[config.mk]
export PLATFORM = sky130hd
export DESIGN_NAME = vend_controller
export DESIGN_NICKNAME = d
export VERILOG_FILES = /design/src/rtl/vend_controller.sv
export SDC_FILE = /design/constraint.sdc
export NUM_CORES = 1
export LEC_CHECK = 0
export ABC_AREA = 1
export CAP_MARGIN = 20
export CORE_UTILIZATION = 26
export DETAILED_ROUTE_END_ITERATION = 12
export SKIP_LAST_GASP = 1
export SLEW_MARGIN = 10
export SYNTH_ARGS = -nofsm -noshare
export SYNTH_HDL_FRONTEND = slang
export SYNTH_SLANG_ARGS = --single-unit
[constraint.sdc]
create_clock -name clock -period 6.6 [get_ports clock]
set_input_delay 0.99 -clock clock [delete_from_list [all_inputs] [get_ports clock]]
set_output_delay 0.99 -clock clock [all_outputs]
set_load 0.05 [all_outputs]
[src/rtl/vend_controller.sv]
// Multi-item vending controller: shared credit accumulator, per-item prices, change and coin rejection.
// Optional per-item stock tracking is compiled in with VEND_STOCK_EN.
module vend_controller #(
    parameter int                            NUM_ITEMS  = 4,
    parameter int                            PRICE_W    = 6,
    parameter logic [NUM_ITEMS*PRICE_W-1:0]  PRICES     = {6'd6, 6'd5, 6'd4, 6'd3},
    parameter int                            CREDIT_W   = 8,
    parameter int                            STOCK_W    = 4,
    parameter int                            STOCK_INIT = 10,
    localparam int                           ISEL_W     = $clog2(NUM_ITEMS)
) (
    input  logic                 clock,
    input  logic                 reset,
    input  logic                 nickel_in,
    input  logic                 dime_in,
    input  logic [ISEL_W-1:0]    item_sel,
    input  logic                 vend_req,
    input  logic                 cancel,
    input  logic                 restock,
    input  logic [ISEL_W-1:0]    restock_item,
    output logic [CREDIT_W-1:0]  credit,
    output logic                 dispense,
    output logic [ISEL_W-1:0]    dispense_item,
    output logic                 nickel_out,
    output logic                 coin_reject,
    output logic                 vend_deny,
    output logic                 busy,
    output logic [NUM_ITEMS-1:0] sold_out
);

    localparam int                SUM_W      = ((CREDIT_W > PRICE_W) ? CREDIT_W : PRICE_W) + 1;
    localparam logic [SUM_W-1:0]  CREDIT_MAX = SUM_W'((64'd1 << CREDIT_W) - 64'd1);

    // state    | meaning
    // IDLE     | accept coins, vend and cancel requests
    // DISPENSE | one-cycle dispense pulse, stock decrement
    // CHANGE   | nickel_out toggles 1,0 per returned nickel until credit is 0
    typedef enum logic [1:0] {
        S_IDLE     = 2'd0,
        S_DISPENSE = 2'd1,
        S_CHANGE   = 2'd2
    } state_t;

    state_t               state_q, state_d;
    logic [CREDIT_W-1:0]  credit_q, credit_d;
    logic [ISEL_W-1:0]    dispense_item_q, dispense_item_d;
    logic                 dispense_q, dispense_d;
    logic                 nickel_out_q, nickel_out_d;
    logic                 coin_reject_q, coin_reject_d;
    logic                 vend_deny_q, vend_deny_d;
    logic                 busy_q, busy_d;
    logic [NUM_ITEMS-1:0] sold_out_q, sold_out_d;

    logic [PRICE_W-1:0]   price_sel;
    logic                 sel_valid;
    logic                 stock_ok;
    logic                 decr_en;
    logic                 coin_any;
    logic [1:0]           coin_val;
    logic                 coin_fits;
    logic [1:0]           coin_acc;
    logic                 coin_rej_idle;
    logic [SUM_W-1:0]     credit_ext;
    logic [SUM_W-1:0]     credit_plus;
    logic                 vend_ok;

    always_comb begin
        price_sel = '0;
        sel_valid = 1'b0;
        for (int i = 0; i < NUM_ITEMS; i++) begin
            if (item_sel == ISEL_W'(i)) begin
                price_sel = PRICES[i*PRICE_W +: PRICE_W];
                sel_valid = 1'b1;
            end
        end
    end

    // A simultaneous nickel is always refused; the dime alone is checked for overflow.
    always_comb begin
        coin_any      = nickel_in | dime_in;
        coin_val      = dime_in ? 2'd2 : (nickel_in ? 2'd1 : 2'd0);
        credit_ext    = SUM_W'(credit_q);
        coin_fits     = (credit_ext + SUM_W'(coin_val)) <= CREDIT_MAX;
        coin_acc      = coin_fits ? coin_val : 2'd0;
        coin_rej_idle = (nickel_in & dime_in) | (coin_any & ~coin_fits);
        credit_plus   = credit_ext + SUM_W'(coin_acc);
        vend_ok       = sel_valid && (credit_ext >= SUM_W'(price_sel)) && stock_ok;
    end

`ifdef VEND_STOCK_EN
    logic [STOCK_W-1:0] stock_q [NUM_ITEMS];
    logic [STOCK_W-1:0] stock_d [NUM_ITEMS];

    always_comb begin
        stock_ok = 1'b0;
        for (int i = 0; i < NUM_ITEMS; i++) begin
            if (item_sel == ISEL_W'(i)) begin
                stock_ok = (stock_q[i] != '0);
            end
        end
    end

    // Refill overrides a same-cycle dispense decrement of the same item.
    always_comb begin
        sold_out_d = '0;
        for (int i = 0; i < NUM_ITEMS; i++) begin
            stock_d[i] = stock_q[i];
            if (decr_en && (dispense_item_q == ISEL_W'(i)) && (stock_q[i] != '0)) begin
                stock_d[i] = stock_q[i] - 1'b1;
            end
            if (restock && (restock_item == ISEL_W'(i))) begin
                stock_d[i] = '1;
            end
            sold_out_d[i] = (stock_d[i] == '0);
        end
    end

    always_ff @(posedge clock or posedge reset) begin
        if (reset) begin
            for (int i = 0; i < NUM_ITEMS; i++) begin
                stock_q[i] <= STOCK_W'(STOCK_INIT);
            end
        end else begin
            for (int i = 0; i < NUM_ITEMS; i++) begin
                stock_q[i] <= stock_d[i];
            end
        end
    end
`else
    logic unused_restock;

    assign unused_restock = ^{restock, restock_item, decr_en};

    always_comb begin
        stock_ok   = 1'b1;
        sold_out_d = '0;
    end
`endif

    always_comb begin
        state_d         = state_q;
        credit_d        = credit_q;
        dispense_item_d = dispense_item_q;
        dispense_d      = 1'b0;
        nickel_out_d    = 1'b0;
        coin_reject_d   = 1'b0;
        vend_deny_d     = 1'b0;
        decr_en         = 1'b0;

        unique case (state_q)
            S_IDLE: begin
                credit_d      = CREDIT_W'(credit_plus);
                coin_reject_d = coin_rej_idle;
                if (cancel) begin
                    if (credit_plus != '0) begin
                        state_d      = S_CHANGE;
                        nickel_out_d = 1'b1;
                    end
                end else if (vend_req) begin
                    if (vend_ok) begin
                        credit_d        = CREDIT_W'(credit_plus - SUM_W'(price_sel));
                        dispense_item_d = item_sel;
                        dispense_d      = 1'b1;
                        state_d         = S_DISPENSE;
                    end else begin
                        vend_deny_d = 1'b1;
                    end
                end
            end
            S_DISPENSE: begin
                coin_reject_d = coin_any;
                decr_en       = 1'b1;
                if (credit_q != '0) begin
                    state_d      = S_CHANGE;
                    nickel_out_d = 1'b1;
                end else begin
                    state_d = S_IDLE;
                end
            end
            S_CHANGE: begin
                coin_reject_d = coin_any;
                if (nickel_out_q) begin
                    credit_d = credit_q - 1'b1;
                end else if (credit_q == '0) begin
                    state_d = S_IDLE;
                end else begin
                    nickel_out_d = 1'b1;
                end
            end
            default: begin
                state_d = S_IDLE;
            end
        endcase

        busy_d = (state_d != S_IDLE);
    end

    always_ff @(posedge clock or posedge reset) begin
        if (reset) begin
            state_q         <= S_IDLE;
            credit_q        <= '0;
            dispense_item_q <= '0;
            dispense_q      <= 1'b0;
            nickel_out_q    <= 1'b0;
            coin_reject_q   <= 1'b0;
            vend_deny_q     <= 1'b0;
            busy_q          <= 1'b0;
            sold_out_q      <= '0;
        end else begin
            state_q         <= state_d;
            credit_q        <= credit_d;
            dispense_item_q <= dispense_item_d;
            dispense_q      <= dispense_d;
            nickel_out_q    <= nickel_out_d;
            coin_reject_q   <= coin_reject_d;
            vend_deny_q     <= vend_deny_d;
            busy_q          <= busy_d;
            sold_out_q      <= sold_out_d;
        end
    end

    assign credit        = credit_q;
    assign dispense      = dispense_q;
    assign dispense_item = dispense_item_q;
    assign nickel_out    = nickel_out_q;
    assign coin_reject   = coin_reject_q;
    assign vend_deny     = vend_deny_q;
    assign busy          = busy_q;
    assign sold_out      = sold_out_q;

endmodule

After elaboration in Yosys (flattened, before gate mapping)
Index checks and enable logic that the tools add are counted.
Cells by class
  $lt $le $gt $ge: 2
  mux-type cells: 39
  bitwise gates (word level): 6
  reduce and logical (&&, ||, !) cells: 11
  equality and inequality tests: 6
  add/sub/neg operators: 4
Operator list (number)
  $mux W8: 4
  $mux W2: 10
  $add A8 B2 Y9: 2
  $mux W1: 18
  $pmux W8 S2: 1
  $mux W6: 2
  $le A9 B8 Y1 const B: 1
  $reduce_bool A9 Y1: 1
  $ge A8 B6 Y1: 1
  $logic_not A8 Y1: 1
  $reduce_bool A8 Y1: 1
  $sub A8 B1 Y8 const B: 1
  $sub A8 B6 Y8: 1
  $eq A2 B2 Y1 const B: 3
  $pmux W2 S3: 1
  $eq A2 B1 Y1 const B: 2
  $logic_not A2 Y1: 2
  $reduce_and A4 Y1: 1
  $reduce_bool A2 Y1: 2
  $mux W3: 1
  $pmux W1 S3: 1
  $and A1 B1 Y1: 2
  $ne A2 B2 Y1 const B: 1
  $not A1 Y1: 2
  other kinds (5): 6
Word-level totals
  register bits: 17
  bits of input ports: 11
  logic and storage cells: 76

Depth between registers and ports, before layout
Gate-level depths: netlist (run 1).
  depth in word-level cells: 12
  gate-level depth with buffers: 22

Least setup slack after synthesis (run 1)
OpenSTA, ideal clock, no wires.
  path type: input to register
  start: in nickel_in
  end: reg credit_q[5] (netlist: credit[5])
  required time: 6.523 ns
  arrival: 3.624 ns
  buffers on the path: 0
  setup slack: 2.899 ns
  stages: 19
  path through: inv_1 > nor2_1 > ha_1 > fa_1 > nand3_1 > nor2_1 > nor3_1 > ha_1 > fa_1 > ha_1 > a21oi_1 > nor2_1 > nor2_1 > nand2_1 > nor2_2 > nand2_1 > nand2_1 > nand3_1 > a21oi_1
On the way
  longest elaborated chain between the ends: 11
RTL lines
  start: declaration: line 14  | input logic nickel_in,
  $mux W1 (*): line 81  | coin_val = dime_in ? 2'd2 : (nickel_in ? 2'd1 : 2'd0);
  $mux W2 (*): line 81
  $add A8 B2 Y9: line 83  | coin_fits = (credit_ext + SUM_W'(coin_val)) <= CREDIT_MAX;
  $le A9 B8 Y1: line 83
  $mux W2 (*): line 84  | coin_acc = coin_fits ? coin_val : 2'd0;
  $add A8 B2 Y9 (*): line 86  | credit_plus = credit_ext + SUM_W'(coin_acc);
  $sub A8 B6 Y8: line 161  | credit_d = CREDIT_W'(credit_plus - SUM_W'(price_sel));
  $mux W8: line 160  | if (vend_ok) begin
  $mux W8: line 159  | end else if (vend_req) begin
  $mux W8 (*): line 154  | if (cancel) begin
  $pmux W8 S2 (*): line 150  | unique case (state_q)
  end signal: assignment: line 211  | credit_q <= credit_d;
  end: declaration: line 45  | logic [CREDIT_W-1:0] credit_q, credit_d;
Mark *: on every way between the ends. The rest lies on a longest branch, timed or not.
A chain may end at the register's enable or synchronous reset.

Worst setup path after layout (run 1)
  start: in dime_in
  end: reg credit_q[5] (netlist: credit[5])
On the way
  longest elaborated chain between the ends: 10
RTL lines
  start: declaration: line 15  | input logic dime_in,
  $mux W2 (*): line 81
  $add A8 B2 Y9: line 83
  $le A9 B8 Y1: line 83
  $mux W2 (*): line 84
  $add A8 B2 Y9 (*): line 86
  $sub A8 B6 Y8: line 161
  $mux W8: line 160
  $mux W8: line 159
  $mux W8 (*): line 154
  $pmux W8 S2 (*): line 150
Marks and branches as above.

==> impl_metrics.tcl, run 1 <==
set metrics [dict create \
    yosysTopAreaCellShare 0.2473 \
    tightest_slew_ns 0.9873 \
    fin_nets 305 \
    initialDrtViolationCount 80 \
    ctsHoldBuffers 0 \
    clock_power_share 0.081 \
    swShare 0.5736 \
    drc 0 \
    clockRootBuffer "clkbuf_8" \
    start_util 0.2694 \
    p_per_area_mw_per_mm2 531.9 \
    ys.flop_type "dfrtp_1" \
    dieHeight_um 83.35 \
    clock.fmax_ghz 0.2366 \
    hold_ws_ns 0.5470 \
    viasPerCell 4.417 \
    skew_ns 0.004810 \
    synth-seq-cells 17 \
    synth_cell_types 34 \
    ys_warn_count 0 \
    diodes 0 \
    cts_resized 0 \
    fin_crit_sh 0.6403 \
    synth-xor-area-share 0.02036 \
    cts_max_path_buffers 2 \
    p_int_mw 0.4560 \
    power_frac_comb 0.706 \
    vdd.ir_drop.worst_mv 0.2328 \
    async_flop_share 1.000 \
    cts_buffers 3 \
    routed-via-count 1546 \
    final_common_cell "nand2_1" \
    clk_pin_slew_worst_paths_ns 0.08 \
    synth_top_cell_by_area "dfrtp_1" \
    h-tree-depth 1 \
    cts_setup_buffers 0 \
    synth_mux_area_frac 0 \
    ant_nets 0 \
    synth_compound_area_frac 0.1164 \
    final_cell_mix "51 x nand2_1, 41 x inv_1, 35 x nor2_1" \
    required_ns 6.79 \
    hp-class "flip-flop to flip-flop" \
    grt_pass1_vias 1490 \
    area_delta_synth_final_pct 16.87 \
    synth.area.top_cells "dfrtp_1 25%, ha_1 12%, nand2_1 11%, inv_1 8.9%, nor2_1 7.6%" \
    core_mm2 0.006386 \
    grt_overflow 0 \
    drt_wl_total_um 3855 \
    worstPathArrival_ns 4.42 \
    synth_edf_count 0 \
    syn_area_mm2 0.001720 \
    portBuffers 22 \
    syn_avg_cell_area_um2 6.773 \
    synth_fa_ha_area_frac 0.1585 \
    end_kind "flip-flop" \
    numClockSinks 17 \
    status "complete, no violations" \
    cp_max_fo 4 \
    finalSetupViolCount 0 \
    drt_first_pass_iters 4 \
    row_count 29 \
    layout_min_cycle_time_ns 4.226 \
    clock_latency_ns 0.27 \
    fp.dieW_um 83.35 \
    grt_max_degree 18 \
    seqPwrFrac 0.213 \
    place_congestion 0.8620 \
    pin_count 30 \
    tns_ns 0 \
    hpwl_um 2992 \
    drive_gt1_frac 0.06227 \
    relSlewSlack 0.3374 \
    dieArea_mm2 0.006946 \
    antenna_found_initial 0 \
    synth_top_family_by_area "simple AND/OR/NAND/NOR gates" \
    slew_violations 0 \
    routedWlPerCell_um 11.01 \
    rsz0062_at_grt "false" \
    cap_viol_max_count 0 \
    p_switching_mw 0.6135 \
    synth_seq_area_share 0.2473 \
    hold_depth 2 \
    syn_inst 254 \
    worstSetupPathType "primary input to flip-flop" \
    cts_tree "built" \
    hold_viol_final 0 \
    grt_pass1_wl_um 7113 \
    r2r_cells 17 \
    grt_util_all_layers 0.1259 \
    yosys.area_share.simple 0.3127 \
    startpoint_type "primary input" \
    p_leak_nw 1.012 \
    r2r_slack_ns 3.25 \
]
-- power by group through the flow --
stage          clock network (mW)  logic [mW]  registers (mW)
4_1_cts                    0.0900       0.762           0.230
5_1_grt                    0.0925       0.854           0.243
3_3_place_gp                    0       0.750           0.231
3_5_place_dp                    0       0.759           0.231
2_1_floorplan                   0       0.482           0.340
6_report                   0.0867       0.755           0.228
-- final timing paths --
| kind | start | to |
|---|---|---|
| min | dispense_item[0]$_DFFE_PP0P_ | dispense_item[0]$_DFFE_PP0P_ |
| max reg2reg | credit[0]$_DFFE_PP0P_ | credit[5]$_DFFE_PP0P_ |
| max | dime_in | credit[5]$_DFFE_PP0P_ |
| min reg2reg | dispense_item[0]$_DFFE_PP0P_ | dispense_item[0]$_DFFE_PP0P_ |
| min in group asynchronous | reset | vend_deny$_DFF_PP0_ |
| max in group asynchronous | reset | credit[3]$_DFFE_PP0P_ |
-- Yosys cell counts (all sizes together) (2+ instances only) --
master / n
a21oi: 16
buf: 9
dfrtp: 17
fa: 3
ha: 17
inv: 43
nand2: 54
nand3: 20
nand4: 2
nor2: 40
o21ai: 17
o22ai: 2
or2: 2
xor2: 3
-- logic make-up (layout without fill, tap and decap cells) --
family,after synthesis,in the layout
simple gates,122,122
buf+inv,53,69
compound gates,37,37
fa+ha+maj,20,20
flops,17,17
xor+xnor,4,4
other cells,1,4
-- worst max-delay path, stage by stage --
cell             delay (ns)
clkdlybuf4s50_1        0.55
nor2_1                 0.07
ha_1                   0.19
fa_1                   0.36
nand3_1                0.11
nor2_1                 0.07
nor3_1                 0.15
ha_1                   0.23
fa_1                   0.47
ha_1                   0.30
a21oi_1                0.15
nor2_1                 0.05
nor2_1                 0.12
nand2_1                0.11
nor2_2                 0.18
nand2_1                0.07
nand2_1                0.06
nand3_1                0.06
a21oi_1                0.14
-- through the flow --
stage / cell area [µm²] / util / power, mW / worst slack, ns / std cells
6_report: 2011 / 0.3149 / 1.069 / 2.374 / 350
4_1_cts: 2011 / 0.3149 / 1.082 / 2.366 / 350
5_1_grt: 2011 / 0.3149 / 1.189 / 2.082 / 350
2_1_floorplan: 1732 / - / 0.8219 / 2.899 / 257
3_5_place_dp: 1964 / 0.3076 / 0.9903 / 2.094 / 346
3_3_place_gp: 1964 / 0.3076 / 0.9810 / 2.143 / 346
-- routing by layer --
layer  up-vias  part of all wire  global-route usage
li1        830                 -                   -
met1       675              0.52              0.1731
met2        38              0.43              0.2072
met3         3             0.040             0.02584
met4         0            0.0049             0.01881
met5         -                 0                   0
-- flip-flops by register name, indices dropped and copies added (netlist names) --
signal and flops:
nickel_out 1, dispense_item 2, dispense 1, busy 1, credit 8, coin_reject 1, vend_deny 1, state_q 2
-- layout make-up --
| type | count | area (µm²) |
|---|---|---|
| clock buffer | 3 | 41.29 |
| sequential | 17 | 425.4 |
| tap | 77 | 96.34 |
| inverter | 43 | 161.4 |
| fill | 705 | 4375 |
| multi-input combinational | 187 | 1061 |
| clock inverter | 1 | 5.005 |
| timing repair buffer | 22 | 220.2 |
No activity file was read; power rests on OpenSTA's default activity.
==> run 2: changes to the inputs <==
==> constraint.sdc (replaced) <==
create_clock -name clock -period 3.4 [get_ports clock]
set_input_delay 0.51 -clock clock [delete_from_list [all_inputs] [get_ports clock]]
set_output_delay 0.51 -clock clock [all_outputs]
set_load 0.05 [all_outputs]
==> impl_metrics.tcl, run 2 (synthesized netlist as in run 1, its figures left out) <==
set metrics [dict create \
    status "complete, no violations" \
    grt_util_all_layers 0.1411 \
    fin_crit_sh 0.9474 \
    cp-startpoint "nickel_in" \
    clockRootBuffer "clkbuf_8" \
    portBuffers 22 \
    final_cell_count_no_fill 383 \
    cts_tree "built" \
    fin_nets 338 \
    grt_max_degree 18 \
    rsz0062_at_grt "false" \
    initialDrtViolationCount 101 \
    clock.fmax_ghz 0.3104 \
    vdd.ir_drop.worst_mv 0.4684 \
    power.total_mw 2.483 \
    h-tree-depth 1 \
    place_congestion 0.8840 \
    hp-class "flip-flop to flip-flop" \
    cp_top_family "adder cells" \
    dieHeight_um 83.35 \
    core_mm2 0.006386 \
    pin_count 30 \
    slew_violations 0 \
    drive_gt1_frac 0.2320 \
    ctsHoldBuffers 0 \
    worstSetupPathType "primary input to flip-flop" \
    worst_path_max_delay_cell "fa_2" \
    ant_nets 0 \
    diodes 0 \
    fill_cells 691 \
    placed_cells_incl_taps 371 \
    cap_viol_max_count 0 \
    drc 0 \
    hold_ws_ns 0.5477 \
    p_leak_nw 1.169 \
    area_delta_synth_final_pct 37.02 \
    tightest_slew_ns 0.7137 \
    grt_overflow 0 \
    worstHoldStart "dispense_item[0]$_DFFE_PP0P_" \
    drt_first_pass_iters 4 \
    viasPerCell 4.569 \
    routedWlPerCell_um 11.99 \
    hpwl_um 3357 \
    numClockSinks 17 \
    cp_cell_sequence "dlygate4sd2_1 > inv_2 > nor2_2 > ha_2 > fa_2 > nand3_4 > nor2_4 > nor3_2 > ha_2 > fa_2 > ha_4 > a21oi_1 > nor2_1 > nor2_2 > nand2_2 > nor2_4 > nand2_1 > nand2_1 > nand3_1 > a21oi_1" \
    fp.dieW_um 83.35 \
    layout_min_cycle_time_ns 3.221 \
    largest_reg_flops 8 \
    setup_slack_ns 0.1787 \
    cpPeakStageDelay_ns 0.48 \
    cp_max_fo 4 \
    skew_ns 0.002894 \
    placement.setup.worst_slack_ns -0.5147 \
    worstPathArrival_ns 3.42 \
    final_common_cell "nand2_1" \
    dieArea_mm2 0.006946 \
    fin_area_mm2 0.002357 \
    tns_ns 0 \
    relSlewSlack 0.5237 \
    clk_pin_slew_worst_paths_ns 0.08 \
    required_ns 3.60 \
    p_per_area_mw_per_mm2 1054 \
    cts_buffers 3 \
    antenna_found_initial 0 \
    start_util 0.2694 \
    row_count 29 \
    crit_buf_inv 2 \
    grt_pass1_vias 1684 \
    final_cell_mix "49 x nand2_1, 37 x inv_1, 33 x buf_4" \
    routed-via-count 1750 \
    placedInstanceArea_mm2 0.002152 \
    drt_wl_total_um 4594 \
    end_kind "flip-flop" \
    clock_latency_ns 0.26 \
    finalSetupViolCount 0 \
    hold_viol_final 0 \
    cts_max_path_buffers 2 \
    regToRegStartpoint "credit[0]$_DFFE_PP0P_" \
    startpoint_type "primary input" \
    post-route-util 0.3691 \
    grt_pass1_wl_um 7886 \
]
[run 2: final cells by class]
class,count,area (µm²),share of cell area
multi-input combinational,187,1159,0.4915
timing repair buffer,55,466.7,0.1980
sequential,17,425.4,0.1805
inverter,43,161.4,0.06847
tap,77,96.34,0.04087
clock buffer,3,41.29,0.01752
clock inverter,1,7.507,0.003185
[run 2: path summary, 6_finish.rpt]
path,endpoint,slack (ns),depth (start not counted)
max in group asynchronous,credit[0]$_DFFE_PP0P_,2.30,2
min in group asynchronous,vend_deny$_DFF_PP0_,0.65,2
max,credit[5]$_DFFE_PP0P_,0.18,20
min,dispense_item[0]$_DFFE_PP0P_,0.55,2
min reg2reg,dispense_item[0]$_DFFE_PP0P_,0.55,2
max reg2reg,credit[5]$_DFFE_PP0P_,0.34,17
[run 2: layer usage]
| metal | vias to the layer above | routed length, µm | share of wire | GRT usage |
|---|---|---|---|---|
| li1 | 892 | - | - | - |
| met1 | 824 | 2282 | 0.50 | 0.1893 |
| met2 | 32 | 2137 | 0.47 | 0.2466 |
| met3 | 2 | 157 | 0.034 | 0.02187 |
| met4 | 0 | 16 | 0.0035 | 0.01411 |
| met5 | - | 0 | 0 | 0 |
[run 2: tightest hold or removal path, cell delays in order (launching register included)]
cell and delay [ns]:
dfrtp_1 0.36, nor2_1 0.05, a21oi_1 0.10
[run 2: report_power, final]
part	internal [mW]	total, mW	switching [mW]	leakage, nW
combinational	0.761	1.94	1.18	0.944
clock	0.0829	0.172	0.0889	0.0217
sequential	0.301	0.375	0.0738	0.203
total	1.15	2.48	1.34	1.17
[run 2: what timing repair did]
action,in CTS,in global routing
setup endpoints to repair,5,10
resized for setup,22,7
setup buffers,7,2
pin swaps,17,14
